### config.mk
export PLATFORM = sky130hd
export DESIGN_NAME = button_interface
export DESIGN_NICKNAME = d
export VERILOG_FILES = /design/src/rtl/button_interface.sv
export SDC_FILE = /design/constraint.sdc
export NUM_CORES = 1
export LEC_CHECK = 0
export CAP_MARGIN = 10
export CELL_PAD_IN_SITES_DETAIL_PLACEMENT = 0
export CELL_PAD_IN_SITES_GLOBAL_PLACEMENT = 1
export CORE_UTILIZATION = 28
export DETAILED_ROUTE_END_ITERATION = 8
export HOLD_SLACK_MARGIN = 0.05
export PLACE_DENSITY = 0.69
export SYNTH_ARGS = -nofsm -noshare
export SYNTH_HDL_FRONTEND = slang
export SYNTH_SLANG_ARGS = --single-unit
### constraint.sdc
create_clock -name clock -period 1.85 [get_ports clock]
set_input_delay 0.555 -clock clock [delete_from_list [all_inputs] [get_ports clock]]
set_output_delay 0.555 -clock clock [all_outputs]
set_load 0.005 [all_outputs]
### src/rtl/button_interface.sv
// Bus-mapped push-button peripheral: two-flop synchronisers, per-button debounce
// FSMs, sticky write-1-to-clear press flags and a level pending output.
module button_interface #(
    parameter int NBTN            = 4,
    parameter int DEBOUNCE_CYCLES = 50000
) (
    input  logic            clock,
    input  logic            nreset,
    input  logic            write,
    input  logic [31:0]     wdata,
    output logic [31:0]     rdata,
    input  logic [NBTN-1:0] buttons,
    output logic            pending
);

    localparam int CW = $clog2(DEBOUNCE_CYCLES);
    localparam logic [CW-1:0] CNT_LAST = CW'(DEBOUNCE_CYCLES - 1);
    localparam logic [CW-1:0] CNT_ONE  = CW'(1);

    typedef enum logic [1:0] {
        ST_LOW  = 2'd0,
        ST_RISE = 2'd1,
        ST_HIGH = 2'd2,
        ST_FALL = 2'd3
    } state_t;

    logic [NBTN-1:0] sync1_q, sync1_d;
    logic [NBTN-1:0] sync2_q, sync2_d;
    logic [NBTN-1:0] press_q, press_d;
    logic            pending_q, pending_d;
    state_t          state_q [NBTN];
    state_t          state_d [NBTN];
    logic [CW-1:0]   cnt_q   [NBTN];
    logic [CW-1:0]   cnt_d   [NBTN];

    logic [NBTN-1:0] accept_rise;
    logic [NBTN-1:0] stable;
    logic [NBTN-1:0] busy;
    logic [NBTN-1:0] clr_mask;

    // Only the low NBTN write-data bits carry clear requests.
    logic unused_wdata;
    assign unused_wdata = ^wdata[31:NBTN];

    always_comb begin
        sync1_d     = buttons;
        sync2_d     = sync1_q;
        accept_rise = '0;
        stable      = '0;
        busy        = '0;
        for (int i = 0; i < NBTN; i++) begin
            state_d[i] = state_q[i];
            cnt_d[i]   = cnt_q[i];
            case (state_q[i])
                ST_LOW: begin
                    if (sync2_q[i]) begin
                        state_d[i] = ST_RISE;
                        cnt_d[i]   = CNT_ONE;
                    end
                end
                ST_RISE: begin
                    if (!sync2_q[i]) begin
                        state_d[i] = ST_LOW;
                        cnt_d[i]   = '0;
                    end else if (cnt_q[i] == CNT_LAST) begin
                        state_d[i]     = ST_HIGH;
                        cnt_d[i]       = '0;
                        accept_rise[i] = 1'b1;
                    end else begin
                        cnt_d[i] = cnt_q[i] + CNT_ONE;
                    end
                end
                ST_HIGH: begin
                    if (!sync2_q[i]) begin
                        state_d[i] = ST_FALL;
                        cnt_d[i]   = CNT_ONE;
                    end
                end
                ST_FALL: begin
                    if (sync2_q[i]) begin
                        state_d[i] = ST_HIGH;
                        cnt_d[i]   = '0;
                    end else if (cnt_q[i] == CNT_LAST) begin
                        state_d[i] = ST_LOW;
                        cnt_d[i]   = '0;
                    end else begin
                        cnt_d[i] = cnt_q[i] + CNT_ONE;
                    end
                end
                default: begin
                    state_d[i] = ST_LOW;
                    cnt_d[i]   = '0;
                end
            endcase
            stable[i] = (state_q[i] == ST_HIGH) || (state_q[i] == ST_FALL);
            busy[i]   = (state_q[i] == ST_RISE) || (state_q[i] == ST_FALL);
        end
    end

    // An accepted press applied after the clear lets a same-cycle set win.
    always_comb begin
        clr_mask  = write ? wdata[NBTN-1:0] : '0;
        press_d   = (press_q & ~clr_mask) | accept_rise;
        pending_d = |press_d;
    end

    always_ff @(posedge clock) begin
        if (!nreset) begin
            sync1_q   <= '0;
            sync2_q   <= '0;
            press_q   <= '0;
            pending_q <= 1'b0;
            for (int i = 0; i < NBTN; i++) begin
                state_q[i] <= ST_LOW;
                cnt_q[i]   <= '0;
            end
        end else begin
            sync1_q   <= sync1_d;
            sync2_q   <= sync2_d;
            press_q   <= press_d;
            pending_q <= pending_d;
            for (int i = 0; i < NBTN; i++) begin
                state_q[i] <= state_d[i];
                cnt_q[i]   <= cnt_d[i];
            end
        end
    end

    always_comb begin
        rdata              = '0;
        rdata[NBTN-1:0]    = press_q;
        rdata[8 +: NBTN]   = stable;
        rdata[16 +: NBTN]  = busy;
    end

    assign pending = pending_q;

endmodule

==> results of run 1 <==
[placed cells by master (no fill, tap or decap), drive strengths merged, types with 13 or more instances in the layout]
| master | n |
|---|---|
| dfxtp | 85 |
| buf | 75 |
| nand2 | 54 |
| nand3 | 39 |
| o21ai | 38 |
| nor2 | 32 |
| and2 | 22 |
| a21oi | 22 |
| clkdlybuf4s50 | 21 |
| conb | 20 |
| and3 | 16 |
| nand4 | 14 |
| inv | 14 |
| xor2 | 14 |
| nor3 | 13 |
[cells in the mapped netlist (7+ instances only)]
cell,number
sky130_fd_sc_hd__dfxtp_1,85
sky130_fd_sc_hd__nand2_1,54
sky130_fd_sc_hd__nand3_1,39
sky130_fd_sc_hd__o21ai_0,37
sky130_fd_sc_hd__nor2_1,32
sky130_fd_sc_hd__buf_4,23
sky130_fd_sc_hd__a21oi_1,22
sky130_fd_sc_hd__clkbuf_1,22
sky130_fd_sc_hd__and2_1,21
sky130_fd_sc_hd__and3_1,16
sky130_fd_sc_hd__inv_1,14
sky130_fd_sc_hd__nand4_1,14
sky130_fd_sc_hd__nor3_1,13
sky130_fd_sc_hd__xor2_1,13
sky130_fd_sc_hd__a21o_1,7
sky130_fd_sc_hd__nor4_1,7
[metal layers]
| layer | vias up | track usage, % |
|---|---|---|
| li1 | 2027 | - |
| met1 | 1922 | 16.6 |
| met2 | 80 | 21.9 |
| met3 | 19 | 2.43 |
| met4 | 0 | 7.56 |
| met5 | - | 0 |
[path summary, 6_finish.rpt]
kind / to / slack [ns] / depth (start not counted)
worst min register to register: sync2_q[3]$_SDFF_PN0_ / 0.43 / 1
worst min-delay path: sync2_q[3]$_SDFF_PN0_ / 0.43 / 1
worst max-delay path: pending$_SDFF_PN0_ / -0.0002 / 7
worst max register to register: pending$_SDFF_PN0_ / -0.0002 / 7
[state kept, by name, indices dropped and copies added (netlist names), named ones only]
| name | flops |
|---|---|
| cnt_q | 64 |
| sync1_q | 4 |
| state_q | 4 |
| press_q | 4 |
| pending | 1 |
| sync2_q | 4 |
[power breakdown]
| group | internal (mW) | switching (mW) | total, mW |
|---|---|---|---|
| registers | 1.85 | 0.0139 | 1.86 |
| logic | 0.105 | 0.116 | 0.221 |
| clock network | 1.21 | 0.730 | 1.94 |
[cells by family (layout without fill, tap and decap cells)]
family | Yosys count | in the layout
other | 1 | 20
AOI/OAI and AO/OA | 110 | 110
xor gates and xnor gates | 20 | 20
and+or+nand+nor | 243 | 243
muxes | 6 | 6
buffers and inverters | 62 | 127
adders and majority gates | 4 | 4
DFF | 85 | 85
[area by class of cell]
cell class | count | area (um2)
Clock buffer | 11 | 243
Clock inverter | 4 | 72.6
Fill cell | 1570 | 9590
Inverter | 14 | 52.6
Multi-Input combinational cell | 403 | 2530
Sequential cell | 85 | 1710
Tap cell | 211 | 264
Timing Repair Buffer | 98 | 792
[worst reg2reg max path: stages, from the launching register on]
cell and delay (ns):
sky130_fd_sc_hd__dfxtp_2 0.34, sky130_fd_sc_hd__ha_4 0.16, sky130_fd_sc_hd__nand4_1 0.16, sky130_fd_sc_hd__nor4_4 0.08, sky130_fd_sc_hd__buf_4 0.14, sky130_fd_sc_hd__and4bb_2 0.25, sky130_fd_sc_hd__a31o_4 0.21, sky130_fd_sc_hd__o41a_1 0.40
[through the flow]
stage	instances	total power, mW
2_1_floorplan	550	2.05
3_3_place_gp	805	2.12
3_5_place_dp	805	2.12
4_1_cts	822	4.08
5_1_grt	826	4.19
6_report	826	4.03
[timing repair]
action                     in CTS  in global routing
cloned                          0                  1
resized for setup               6                 32
setup endpoints to repair      12                 31
hold endpoints to repair        0                  0
pin swaps                       3                  2
hold buffers                    0                  0
setup buffers                   2                  3
==> metrics.md, run 1 <==
| Metric | Value |
|---|---|
| Max H-tree Level | 3 |
| Number of instances in the synthesized netlist | about 530 |
| CP Data Arrival Time | approximately 2.1 ns |
| Share of the clock period used by the worst path | 100% |
| Max incr delay on CP | around 0.40 ns |
| Unique cell type count in the Yosys netlist | 68 |
| Crit path launch type | register |
| Buffer cell driving the clock tree root | sky130_fd_sc_hd__clkbuf_16 |
| Post-layout util | between 30% and 40% |
| Area fraction in compound gates after synthesis | 16.5% |
| Mux cell area share after synthesis | approximately 1.4% |
| Largest net degree at the start of global routing | 22 |
| Post-detailed-route wirelength per cell | about 13 um |
| Nature of the critical path endpoint | register |
| Clock Tree Buf Depth | 2 |
| Result of the run | finished, violations left |
| Initial antenna violation count | 0 |
| DR WL met2 | approximately 4800 um |
| Final layout net count | around 650 |
| Core ar. | ~15000 um2 |
| Die boundary width | 127 um |
| Via density per instance | ~4.9 |
| Via count of the first global-routing pass | ~3800 |
| Xor and xnor fraction of the mapped netlist area | between 4 and 5% |
| RSZ-0062 raised after global routing | yes |
| Vias | 4048 |
| Final WL | ~10000 um |
| Worst hold slack | between 0.4 and 0.5 ns |
| Critical path launch point | cnt_q[3][0]$_SDFFE_PN0P_ |
| Sequential share of the synthesized area | between 30% and 40% |
| Final setup vio count | 1 |
| Detailed Place HPWL | between 7000 and 8000 um |
| Setup slack after placement | -0.390 ns |
| Initial DRC count | between 100 and 150 |
| Failing checks | setup timing |
| Buf/Inv on CP | 1 |
| Worst Path Class, Setup | reg -> reg |
| Total clock buffers created by CTS | 9 |
| Synth Area per Inst | around 8.3 um2 |
| Post-layout minimum cycle time | around 1.9 ns |
| Number of enable-type register cells in the synthesized netlist | 0 |
| Area share of the largest cell type after synthesis | about two fifths |
| Highest achievable clock rate | 0.540 GHz |
| Hold wc startpoint | sync1_q[3]$_SDFF_PN0_ |
| Top Family by Delay on Critical Path | compound AO/OA/AOI/OAI gates |
| Non-Filler Cell Area, Final | around 5700 um2 |
| Critical Path, Cell by Cell | ha_4, nand4_1, nor4_4, buf_4, and4bb_2, a31o_4, o41a_1 |
| Fraction of layout cells with a size suffix above 1 | between 20% and 30% |
| Port buffer count | 23 |
| Skew-Pair Late Insertion Delay | 0.34 ns |
| Max-cap violations | 0 |
| Total count of max-transition violations in the final report | 0 |
| Total track usage | a little over an eighth |
| Global placement routability congestion | roughly 0.8 |
| Top routing layer in use | met4 |
| DRT antenna net count | 0 |
| Reg-to-reg startpoint | cnt_q[3][0]$_SDFFE_PN0P_ |
| Clock input transition at the sequential cells of the worst setup and hold paths | ~0.060 ns |
| Global-route wire length before repair | around 17000 um |
| # IOs | just over 70 |
| Cell row count | between 40 and 50 |
| Fraction of synthesis flops using an asynchronous set or reset pin | 0% |
| Power per cell area | between 700 and 800 nW/um2 |
| Gr ovfl total | 0 |
| Combined area of all synthesized cells | about 4400 um2 |
| Leakage dissipation | approximately 2.2 nW |
| TritonCTS clock tree | yes |
| # DRC | 0 |
| Share of synthesized cell area in full adder, half adder and majority cells | 1.14% |
| Library cell with the largest summed area after synthesis | sky130_fd_sc_hd__dfxtp_1 |
| Hold violation count in the final report | 0 |
| Area of the die | roughly 16000 um2 |
| Sum of negative setup slack | -0.000156 ns |
| Number of sinks driven by the clock tree | 85 |
| Sum of routed wire segments on met1 | approximately 5000 um |
| Slowest library cell on the worst path | sky130_fd_sc_hd__o41a_1 |
| Worst clock skew on the final layout | roughly 0.0037 ns |
| Ranking of synthesized cells by area | sky130_fd_sc_hd__dfxtp_1 39%, sky130_fd_sc_hd__nand2_1 4.6%, sky130_fd_sc_hd__nand3_1 4.5% |
| Crit Path Max Fanout | 3 |
| Maximum VDD drop | about 370 uV |
| Required time of the critical path | roughly 2.1 ns |
| Synth Register Bits | 85 |
| Worst Slack Setup Final | -0.000156 ns |
| DIE HEIGHT | about 130 um |
| Simple-gate area share of the yosys netlist | ~30% |
| Synthesis-to-finish area growth | 29.3% |
| # diodes | 0 |
| Worst hold path class | reg -> reg |
| Placed cell areas | 5190 um2 |
| Router iterations before antenna repair | 6 |
| Met3 routed wirelength | 345 um |
| Synth Flop Type | sky130_fd_sc_hd__dfxtp_1 |
| Effective utilization at floorplan | ~29% |
| Largest family of logic cells by synthesized area | simple AND/OR/NAND/NOR gates |
| Number of warnings reported in the yosys synthesis log | 0 |
Note: power is estimated with default switching activity, not from simulation.
==> run 2: changes to the inputs <==
Settings changed: SLEW_MARGIN set to 20.
==> results of run 2 <==
No change in the layout: final DEF, timing and power equal those of run 1.
==> run 3: changes to the inputs <==
Settings changed: CTS_CLUSTER_DIAMETER set to 200.
==> results of run 3 <==
No change in the layout: final DEF, timing and power equal those of run 1.
